**src/rtl/apb_gpio_arbiter_pkg.sv**
```systemverilog
// Shared types for the APB GPIO arbiter: FSM state encoding and the APB phase
// decode used to drive Psel/Penable straight from the state register.
package apb_gpio_arbiter_pkg;

    typedef enum logic [1:0] {
        IDLE   = 2'd0,
        SETUP  = 2'd1,
        ACCESS = 2'd2,
        DONE   = 2'd3
    } state_e;

    typedef struct packed {
        logic sel;
        logic enable;
    } apb_phase_t;

    localparam apb_phase_t PHASE_IDLE   = '{sel: 1'b0, enable: 1'b0};
    localparam apb_phase_t PHASE_SETUP  = '{sel: 1'b1, enable: 1'b0};
    localparam apb_phase_t PHASE_ACCESS = '{sel: 1'b1, enable: 1'b1};

    // DONE shares the idle bus phase; the completion pulse is decoded separately.
    function automatic apb_phase_t phaseOf(input state_e s);
        case (s)
            SETUP:   return PHASE_SETUP;
            ACCESS:  return PHASE_ACCESS;
            default: return PHASE_IDLE;
        endcase
    endfunction

endpackage

```
**src/rtl/apb_gpio_arbiter_rr_picker.sv**
```systemverilog
// Combinational round-robin picker: first set request searching upward from
// the slot after ptr_i, wrapping modulo NREQ.
module rr_picker #(
    parameter int NREQ = 2,
    parameter int IW   = $clog2(NREQ)
) (
    input  logic [NREQ-1:0] req_i,
    input  logic [IW-1:0]   ptr_i,
    output logic            valid_o,
    output logic [NREQ-1:0] gnt_o,
    output logic [IW-1:0]   idx_o
);

    logic          found;
    logic [IW-1:0] pos;

    always_comb begin
        gnt_o = '0;
        idx_o = '0;
        found = 1'b0;
        pos   = '0;
        for (int k = 1; k <= NREQ; k++) begin
            pos = IW'((int'(ptr_i) + k) % NREQ);
            if (!found && req_i[pos]) begin
                found      = 1'b1;
                gnt_o[pos] = 1'b1;
                idx_o      = pos;
            end
        end
    end

    assign valid_o = |req_i;

endmodule

```
**src/rtl/apb_gpio_arbiter.sv**
```systemverilog
// APB requester-side controller sharing one bus to a GPIO slave among NREQ
// local requesters, with round-robin arbitration and an ACCESS-phase timeout.
module apb_gpio_arbiter
    import apb_gpio_arbiter_pkg::*;
#(
    parameter int NREQ    = 2,
    parameter int AW      = 8,
    parameter int DW      = 32,
    parameter int TIMEOUT = 16
) (
    input  logic             clock,
    input  logic             reset,
    input  logic [NREQ-1:0]    req_i,
    input  logic [NREQ-1:0]    req_write_i,
    input  logic [NREQ*AW-1:0] req_addr_i,
    input  logic [NREQ*DW-1:0] req_wdata_i,
    output logic [NREQ-1:0]  grant_o,
    output logic [NREQ-1:0]  done_o,
    output logic [DW-1:0]    rdata_o,
    output logic             err_o,
    output logic             Psel_o,
    output logic             Penable_o,
    output logic             Pwrite_o,
    output logic [AW-1:0]    Paddr_o,
    output logic [DW-1:0]    Pwdata_o,
    input  logic [DW-1:0]    Prdata_i,
    input  logic             Pready_i
);

    localparam int IW = $clog2(NREQ);
    localparam int TW = $clog2(TIMEOUT);

    state_e          stateQ, stateD;
    logic [NREQ-1:0] gntQ, gntD;
    logic [IW-1:0]   winQ, winD;
    logic [IW-1:0]   rrPtrQ, rrPtrD;
    logic            pwriteQ, pwriteD;
    logic [AW-1:0]   paddrQ, paddrD;
    logic [DW-1:0]   pwdataQ, pwdataD;
    logic [DW-1:0]   rdataQ, rdataD;
    logic            errQ, errD;
    logic [TW-1:0]   tcntQ, tcntD;

    logic            pickValid;
    logic [NREQ-1:0] pickGnt;
    logic [IW-1:0]   pickIdx;
    apb_phase_t      phase;

    rr_picker #(.NREQ(NREQ), .IW(IW)) uPicker (
        .req_i   (req_i),
        .ptr_i   (rrPtrQ),
        .valid_o (pickValid),
        .gnt_o   (pickGnt),
        .idx_o   (pickIdx)
    );

    // Reset aborts any transfer in flight; no completion is reported for it.
    always_ff @(posedge clock) begin
        if (!reset) begin
            stateQ  <= IDLE;
            gntQ    <= '0;
            winQ    <= '0;
            rrPtrQ  <= IW'(NREQ - 1);
            pwriteQ <= 1'b0;
            paddrQ  <= '0;
            pwdataQ <= '0;
            rdataQ  <= '0;
            errQ    <= 1'b0;
            tcntQ   <= '0;
        end else begin
            stateQ  <= stateD;
            gntQ    <= gntD;
            winQ    <= winD;
            rrPtrQ  <= rrPtrD;
            pwriteQ <= pwriteD;
            paddrQ  <= paddrD;
            pwdataQ <= pwdataD;
            rdataQ  <= rdataD;
            errQ    <= errD;
            tcntQ   <= tcntD;
        end
    end

    // Requests are only sampled in IDLE, so dropping req mid-transfer is harmless.
    always_comb begin
        stateD  = stateQ;
        gntD    = gntQ;
        winD    = winQ;
        rrPtrD  = rrPtrQ;
        pwriteD = pwriteQ;
        paddrD  = paddrQ;
        pwdataD = pwdataQ;
        rdataD  = rdataQ;
        errD    = errQ;
        tcntD   = tcntQ;
        case (stateQ)
            IDLE: begin
                if (pickValid) begin
                    gntD    = pickGnt;
                    winD    = pickIdx;
                    pwriteD = req_write_i[pickIdx];
                    paddrD  = req_addr_i[int'(pickIdx)*AW +: AW];
                    pwdataD = req_wdata_i[int'(pickIdx)*DW +: DW];
                    stateD  = SETUP;
                end
            end
            SETUP: begin
                tcntD  = '0;
                stateD = ACCESS;
            end
            ACCESS: begin
                if (Pready_i) begin
                    if (!pwriteQ) rdataD = Prdata_i;
                    errD   = 1'b0;
                    stateD = DONE;
                end else if (tcntQ == TW'(TIMEOUT - 1)) begin
                    errD   = 1'b1;
                    stateD = DONE;
                end else begin
                    tcntD = tcntQ + TW'(1);
                end
            end
            DONE: begin
                rrPtrD = winQ;
                gntD   = '0;
                stateD = IDLE;
            end
            default: stateD = IDLE;
        endcase
    end

    always_comb begin
        phase  = phaseOf(stateQ);
        done_o = '0;
        if (stateQ == DONE) done_o = gntQ;
    end

    assign Psel_o    = phase.sel;
    assign Penable_o = phase.enable;
    assign grant_o   = gntQ;
    assign rdata_o   = rdataQ;
    assign err_o     = errQ;
    assign Pwrite_o  = pwriteQ;
    assign Paddr_o   = paddrQ;
    assign Pwdata_o  = pwdataQ;

endmodule

```
**config.mk**
```make
export PLATFORM = sky130hd
export DESIGN_NAME = apb_gpio_arbiter
export DESIGN_NICKNAME = d
export VERILOG_FILES = /design/src/rtl/apb_gpio_arbiter_pkg.sv /design/src/rtl/apb_gpio_arbiter_rr_picker.sv /design/src/rtl/apb_gpio_arbiter.sv
export SDC_FILE = /design/constraint.sdc
export NUM_CORES = 1
export LEC_CHECK = 0
export CELL_PAD_IN_SITES_DETAIL_PLACEMENT = 1
export CELL_PAD_IN_SITES_GLOBAL_PLACEMENT = 2
export CORE_MARGIN = 5
export CORE_UTILIZATION = 21
export CTS_CLUSTER_DIAMETER = 150
export CTS_CLUSTER_SIZE = 10
export DETAILED_ROUTE_END_ITERATION = 10
export HOLD_SLACK_MARGIN = 0.06
export PLACE_DENSITY_LB_ADDON = 0.1
export SLEW_MARGIN = 20
export SYNTH_ARGS = -nofsm -noshare
export SYNTH_HDL_FRONTEND = slang
export SYNTH_SLANG_ARGS = --single-unit
```
**constraint.sdc**
```tcl
create_clock -name clock -period 1.7 [get_ports clock]
set_input_delay 0.34 -clock clock [delete_from_list [all_inputs] [get_ports clock]]
set_output_delay 0.34 -clock clock [all_outputs]
set_load 0.01 [all_outputs]
```
# Word level (Yosys, flattened, before mapping)
# Index checks and enable logic that the tools add are counted.
[word_totals]
ramBits = 0
ff_bits = 84
out_inout_bits = 80
latchBits = 0
mem_count = 0
in_bits = 119
mem_bits_ro = 0
[op_classes]
muxes = 28
n_eq_ne = 8
bitwise = 2
n_reduce_logical = 15
n_addsub = 3
n_mul = 0
shifts = 2
order_cmp = 5
div = 0
[op_table]
columns = ["cell", "count"]
rows = [
  ["indexed part select 64 x 7 -> 32 bit", 1],
  ["indexed part select 16 x 5 -> 8 bit", 1],
  ["2-to-1 mux 2 bit", 7],
  ["2-to-1 mux 1 bit", 13],
  ["2-to-1 mux 4 bit", 2],
  ["one-hot mux 2 bit (2 select lines)", 2],
  ["one-hot mux 2 bit (4 select lines)", 1],
  ["one-hot mux 4 bit (2 select lines)", 1],
  ["AND reduction 2 bit", 4],
  ["< comparator 1 x 2 -> 1 bit (second input constant)", 3],
  ["inequality test 2 bit (second input constant)", 3],
  ["AND reduction 3 bit", 2],
  ["nonzero test 2 bit", 3],
  ["adder 4 x 1 -> 4 bit (second input constant)", 1],
  ["== test 2 bit (second input constant)", 2],
  ["== test 4 bit (second input constant)", 1],
  ["logical AND 1 bit", 3],
  ["inequality test 3 bit (second input constant)", 1],
  ["adder 1 bit (second input constant)", 2],
  ["demux 1 bit (select 1 bit)", 2],
  ["== test 2 x 1 -> 1 bit (second input constant)", 1],
  ["greater-or-equal comparator 1 bit (second input constant)", 2],
  ["logical NOT 2 bit", 1],
  ["bitwise OR 2 bit", 1],
  ["3 further kinds", 3],
]

# Logic depth before layout (Yosys ltp)
# Gate-level depths: netlist of run 1.
[depth]
depth_word = 10
ltp_mapped = 7

# Cells and area by module
# Synthesis of run 1 repeated with hierarchy kept, for this count alone.
[hier_totals]
cells_unflattened = 394
hier_area_um2 = 3748.6
[modules_own_cells]
columns = ["mod", "instances", "area_per_inst_um2", "cells_each", "seq_area_each_um2"]
rows = [
  ["apb_gpio_arbiter", 1, 3716.1, 389, 1681.6],
  ["rr_picker", 1, 32.5, 5, 0.0],
]

# Worst setup path after synthesis of run 1
# No wires, ideal clock.
[synth_path]
path_type = "reg-to-reg"
start = "register stateQ[0]"
end = "register tcntQ[3]"
n_path_buf = 1
arrival_time_ns = 1.393
stages_incl_launch_ff = 7
t_required_ns = 1.630
slack_ns = 0.237
path_cell_list = "dfxtp_1 inv_1 ha_1 nand2b_1 buf_6 or3_1 a21oi_1"
[synth_via]
elab_chain_len = 3
[synth_rtl]
columns = ["element", "line_no", "rtl"]
rows = [
  ["from (decl)", "apb_gpio_arbiter.sv:33", "state_e stateQ, stateD;"],
  ["from (signal assigned)", "apb_gpio_arbiter.sv:71", "stateQ <= stateD;"],
  ["== test 2 bit / == test 2 x 1 -> 1 bit (equally long branches)", "apb_gpio_arbiter.sv:96", "case (stateQ)"],
  ["inequality test 2 bit (no line) / nonzero test 2 bit (equally long branches)", "--", ""],
  ["AND reduction 3 bit (no line)", "--", ""],
  ["to (signal assigned)", "apb_gpio_arbiter.sv:80", "tcntQ <= tcntD;"],
  ["to (decl)", "apb_gpio_arbiter.sv:42", "logic [TW-1:0] tcntQ, tcntD;"],
]
# Several ways; a longest one is shown, not always the timed one.
# A chain may end at the register's enable or synchronous reset.

# Worst setup path in the final report of run 1
[layout_path]
start = "register gntQ[0] (netlist: grant_o[0])"
end = "output grant_o[0]"
[layout_lines]
columns = ["element", "line_no", "rtl"]
rows = [
  ["from (decl)", "apb_gpio_arbiter.sv:34", "logic [NREQ-1:0] gntQ, gntD;"],
  ["from (signal assigned)", "apb_gpio_arbiter.sv:72", "gntQ <= gntD;"],
  ["to (decl)", "apb_gpio_arbiter.sv:17", "output logic [NREQ-1:0] grant_o,"],
]
# No word-level cell between the ends.

==> flow_metrics.env, run 1 <==
export IMPL_cts_tree="built"
export IMPL_hold_class="in -> reg"
export IMPL_slew_violations=0
export IMPL_crit_buf_inv=1
export IMPL_first_pass_iters=4
export IMPL_syn2layout_area_growth_pct=70.6
export IMPL_numCtsBuffers=9
export IMPL_finalHoldViolCount=0
export IMPL_fin_crit_sh_pct=96.7
export IMPL_netlist_area_leader_share_pct=46.8
export IMPL_grt_max_degree=85
export IMPL_clk_pin_slew_worst_paths_ns=0.07
export IMPL_yosys_register_bits=84
export IMPL_syn_area_mm2=0.00360
export IMPL_fin_area_mm2=0.00613
export IMPL_wire_per_inst_um=15.6
export IMPL_placed_cell_area_mm2=0.00583
export IMPL_synth_fp_nets=517
export IMPL_critical_path_class="reg -> out"
export IMPL_synthDistinctLibCells=32
export IMPL_min_period_ns=1.64
export IMPL_vias_per_cell=4.29
export IMPL_clk_latency_ns=0.34
export IMPL_synth_edf_count=0
export IMPL_intPower_uw=5100
export IMPL_nets=714
export IMPL_async_flop_share_pct=0
export IMPL_fin_skew_ns=0.00732
export IMPL_critPathMaxStageDelay_ns=0.58
export IMPL_switching_power_uw=2450
export IMPL_max_freq_mhz=609
export IMPL_antenna_found_initial=0
export IMPL_synthTopCellsByArea="dfxtp_1, mux2i_1, nand2_1"
export IMPL_rsz0062_at_grt="no"
export IMPL_clk_path_buf_depth=2
export IMPL_relSlewSlack_pct=78.6
export IMPL_critPathLaunchType="flop"
export IMPL_synth_ff_type="dfxtp_1"
export IMPL_clock_sinks=84
export IMPL_syn_inst=392
export IMPL_num_fill_cells=1889
export IMPL_switching_share_pct=32.4
export IMPL_drive_gt1_share_pct=7.41
export IMPL_drc=0
export IMPL_grt_first_pass_wirelength_um=19900
export IMPL_die_h_um=141
export IMPL_ys_warnings_count=0
export IMPL_gp_congestion=0.705
export IMPL_h_tree_depth=3
export IMPL_ios=199
export IMPL_cts_root_buf="clkbuf_16"
export IMPL_combPwrFrac_pct=38.0
export IMPL_postSynthAreaPerCell_um2=9.17
export IMPL_crit_chain="clkdlybuf4s50_1"
export IMPL_setup_tns_ns=0
export IMPL_synth_area_leader_cell="dfxtp_1"
export IMPL_irDropWorstVdd_mv=0.516
export IMPL_cp_slowest_cell="clkdlybuf4s50_1"
export IMPL_io_buffers=198
export IMPL_wl_um=12700
export IMPL_cp_top_family="buffers and inverters"
export IMPL_die_area_mm2=0.0198
export IMPL_dpl_hpwl_um=9420
export IMPL_dr_first_iter_drc_count=145
export IMPL_arrival_ns=1.30
export IMPL_crit_required_ns=1.36
export IMPL_setup_viol=0
export IMPL_critPathMaxFanout=3
export IMPL_outcome="completed"
export IMPL_p_per_area_mw_per_mm2=1230
export IMPL_grt_pass1_vias=3698
export IMPL_overflow=0
export IMPL_die_x_um=141
export IMPL_cap_violations=0
export IMPL_diodes=0
export IMPL_power_frac_seq_pct=35.2
export IMPL_tightest_slew_ns=0.321
export IMPL_initial_core_util_pct=21.5
export IMPL_leakage_uw=0.00222
export IMPL_clkPwrFrac_pct=26.8
export IMPL_coreArea_mm2=0.0167
export IMPL_grtUsageTotal_pct=12.7
export IMPL_holdBufCountCts=0
export IMPL_rows=47
export IMPL_critical_path_endpoint_type="output port"
export IMPL_ant_nets=0
export IMPL_vias=3493
export IMPL_seq_area_frac_synth_pct=46.8
through the flow:
stage | worst slack, ns | utilization, % | instances | hold WS, ns | total power [uW]
4_1_cts | 0.0294 | 36.7 | 814 | 0.443 | 7720
2_1_floorplan | 0.237 | - | 392 | 0.446 | 4000
5_1_grt | 0.00417 | 36.7 | 814 | 0.479 | 8090
6_report | 0.0567 | 36.7 | 814 | 0.435 | 7550
3_3_place_gp | -0.0883 | 34.9 | 798 | 0.440 | 5590
3_5_place_dp | -0.164 | 34.9 | 798 | 0.444 | 5650
power groups by stage:
stage	clock network [uW]	registers [uW]	logic (uW)
floorplan	0	2850	1150
global placement	0	2680	2910
detailed placement	0	2690	2960
CTS	2120	2670	2940
global route	2200	2720	3160
finish	2020	2660	2870
final cells by class:
cell class                 instances  area, um^2  share of cell area [%]
sequential                        84        1680                    27.5
multi-input combinational        273        1690                    27.6
clock buffer                      10         239                    3.90
tap                              220         275                    4.49
clock inverter                     6        63.8                    1.04
timing repair buffer             218        2170                    35.4
inverter                           3        11.3                   0.184
placed cells by master (no fill, tap or decap), types with 3 or more instances in the layout:
master           netlist  layout
a21boi_1              13      13
clkbuf_16              0       9
mux2i_1               43      43
buf_12                 4       4
buf_4                  4      16
a21oi_1               45      45
ha_1                   6       5
a21boi_0              24      24
o31ai_1                3       3
o21ai_0               43      43
inv_1                  3       3
nand2_1               72      72
dfxtp_1               84      82
clkdlybuf4s50_1        0     192
or3_1                  3       3
cells in the mapped netlist, types with 2 or more instances:
master	instances
inv_1	3
buf_6	2
buf_12	4
o31ai_1	3
nand2b_1	3
a21oi_1	45
buf_2	4
buf_4	4
ha_1	6
o21ai_0	43
nand2_1	72
a21boi_1	13
mux2i_1	43
a21boi_0	24
nor2_1	2
clkbuf_2	4
o211ai_1	2
or3_1	3
nand3_1	2
and2_1	2
clkbuf_1	14
dfxtp_1	84
worst paths after layout:
| path | startpoint | to | slack (ns) | cells past startpoint |
|---|---|---|---|---|
| min | reset | rrPtrQ$_SDFFE_PN1P_ | 0.44 | 3 |
| max reg2reg | stateQ[0]$_SDFFE_PN0P_ | Pwdata_o[13]$_SDFFE_PN0P_ | 0.17 | 6 |
| min reg2reg | rdata_o[10]$_SDFFE_PN0P_ | rdata_o[10]$_SDFFE_PN0P_ | 0.45 | 2 |
| max | grant_o[0]$_SDFFE_PN0P_ | grant_o[0] | 0.06 | 1 |
flip-flops by register name, indices dropped and copies added (netlist names):
name / flops
Paddr_o: 8
Pwrite_o: 1
stateQ: 2
rrPtrQ: 1
Pwdata_o: 32
err_o: 1
rdata_o: 32
grant_o: 2
tcntQ: 4
winQ: 1
what timing repair did:
item | in CTS | in global routing
setup buffers | 0 | 0
setup endpoints to repair | 5 | 4
gates resized for setup | 12 | 2
logic make-up after synthesis:
kind of cell,count (synthesis),synth area share [%]
compound gates,133,21.7
fa+ha+maj,6,2.09
buf+inv,35,6.58
flops,84,46.8
mux,43,12.0
simple gates,91,10.9
per-layer routing:
| metal | vias up | GRT usage, % | share of wire, % |
|---|---|---|---|
| li1 | 1743 | - | - |
| met4 | 0 | 4.74 | 1.5 |
| met2 | 124 | 19.8 | 45 |
| met3 | 10 | 6.06 | 10 |
| met1 | 1616 | 15.2 | 43 |
| met5 | - | 0 | 0 |
Power figures use the tool's default switching activity.
==> run 2, diff against run 1 <==
- CORE_MARGIN: 5 -> 2
==> run 2 against run 1 <==
Register-to-register slack worse by 0.03 ns. Wire length is 2.3% lower. Die area is 8.3% lower. Combinational power about the same. Total power increased by 0.91%. Clock power increased by 3%. Largest power group unchanged. Critical endpoint is now grant_o[1]. Non-clock buffer count did not move. Final cell count shrank 0.12%.
==> flow_metrics.env, run 2 (synthesis results as in run 1) <==
export IMPL_outcome="completed"
export IMPL_rsz0062_at_grt="no"
export IMPL_met1_usage_pct=16.4
export IMPL_use_met3_pct=5.67
export IMPL_die_area_mm2=0.0182
export IMPL_ant_nets=0
export IMPL_fin_area_mm2=0.00615
export IMPL_fin_crit_sh_pct=95.9
export IMPL_p_per_area_mw_per_mm2=1240
export IMPL_first_pass_iters=4
export IMPL_final_common_cell="clkdlybuf4s50_1"
export IMPL_initial_core_util_pct=21.6
export IMPL_critPathLaunchType="flop"
export IMPL_wire_per_inst_um=15.3
export IMPL_dp_cells=798
export IMPL_h_tree_depth=3
export IMPL_cap_violations=0
export IMPL_cp_slowest_cell="clkdlybuf4s50_1"
export IMPL_clk_path_buf_depth=2
export IMPL_fin_util_pct=37.0
export IMPL_ios=199
export IMPL_fin_skew_ns=0.00383
export IMPL_finalHoldViolCount=0
export IMPL_hold_class="reg -> reg"
export IMPL_crit_required_ns=1.36
export IMPL_wl_um=12400
export IMPL_critical_path_class="reg -> out"
export IMPL_cts_root_buf="clkbuf_16"
export IMPL_setup_tns_ns=0
export IMPL_grtUsageTotal_pct=13.9
export IMPL_drc=0
export IMPL_io_buffers=198
export IMPL_coreArea_mm2=0.0166
export IMPL_vias_per_cell=4.35
export IMPL_critical_path_endpoint_type="output port"
export IMPL_max_freq_mhz=613
export IMPL_antenna_found_initial=0
export IMPL_numCtsBuffers=9
export IMPL_clk_pin_slew_worst_paths_ns=0.06
export IMPL_leakage_uw=0.00223
export IMPL_clock_sinks=84
export IMPL_diodes=0
export IMPL_rows=47
export IMPL_grt_pass1_vias=3757
export IMPL_die_h_um=135
export IMPL_dr_first_iter_drc_count=61
export IMPL_grt_max_degree=85
export IMPL_crit_buf_inv=1
export IMPL_final_cell_count_no_fill=813
export IMPL_slew_violations=0
export IMPL_setup_viol=0
export IMPL_placed_cell_area_mm2=0.00584
export IMPL_drive_gt1_share_pct=7.76
export IMPL_post_cts_setup_buffers=0
export IMPL_arrival_ns=1.29
export IMPL_cts_tree="built"
export IMPL_grt_first_pass_wirelength_um=19600
export IMPL_critPathMaxStageDelay_ns=0.57
export IMPL_vias=3533
export IMPL_relSlewSlack_pct=76.3
export IMPL_tightest_slew_ns=0.356
export IMPL_gp_congestion=0.752
export IMPL_met2_usage_pct=22.3
export IMPL_grt_busiest_layer="met2"
export IMPL_dpl_hpwl_um=9060
export IMPL_critPathMaxFanout=3
export IMPL_clk_latency_ns=0.33
export IMPL_min_period_ns=1.63
export IMPL_cp_top_family="buffers and inverters"
export IMPL_final_cell_mix="clkdlybuf4s50_1, dfxtp_1, nand2_1, a21oi_1"
export IMPL_irDropWorstVdd_mv=0.494
export IMPL_overflow=0
export IMPL_syn2layout_area_growth_pct=71.1
export IMPL_die_x_um=135
export IMPL_crit_chain="clkdlybuf4s50_1"
export IMPL_nets=714
[run 2: per-layer routing]
metal | vias to the layer above | wire, um
met5 | - | 0
met4 | 0 | 238
met3 | 15 | 1210
met2 | 127 | 5720
met1 | 1647 | 5240
li1 | 1744 | -
[run 2: final timing paths]
kind | from | to | slack [ns] | cells past startpoint
max reg2reg | stateQ[0]$_SDFFE_PN0P_ | tcntQ[3]$_SDFFE_PN0P_ | 0.14 | 6
max | grant_o[1]$_SDFFE_PN0P_ | grant_o[1] | 0.07 | 1
min | rdata_o[5]$_SDFFE_PN0P_ | rdata_o[5]$_SDFFE_PN0P_ | 0.45 | 2
min reg2reg | rdata_o[5]$_SDFFE_PN0P_ | rdata_o[5]$_SDFFE_PN0P_ | 0.45 | 2
[run 2: worst reg2reg max path: stages, from the launching register on]
cell	delay (ns)
dfxtp_2	0.33
inv_1	0.13
ha_2	0.22
buf_4	0.14
nand2b_2	0.14
or3_1	0.38
a21oi_1	0.15
[run 2: area by class of cell]
class	count	area, um^2
Fill cell	1876	10500
Timing Repair Buffer	218	2180
Multi-Input combinational cell	273	1700
Sequential cell	84	1680
Tap cell	220	275
Clock buffer	10	229
Clock inverter	5	77.6
Inverter	3	11.3
[run 2: power by group]
part	switching [uW]	total, uW	internal [uW]
clock network	807	2080	1280
registers	240	2660	2420
logic	1370	2880	1510
[run 2: what timing repair did]
action,in CTS,in global routing
hold buffers,0,0
gates resized for setup,12,7
setup endpoints to repair,6,34
[run 2: metrics by stage]
step / hold slack, ns / setup WS (ns) / total power, uW
CTS: 0.456 / 0.00484 / 7780
detailed placement: 0.448 / -0.115 / 5640
floorplan: 0.446 / 0.237 / 4000
global route: 0.473 / 0.00147 / 8200
global placement: 0.441 / -0.0553 / 5560
finish: 0.453 / 0.0695 / 7620
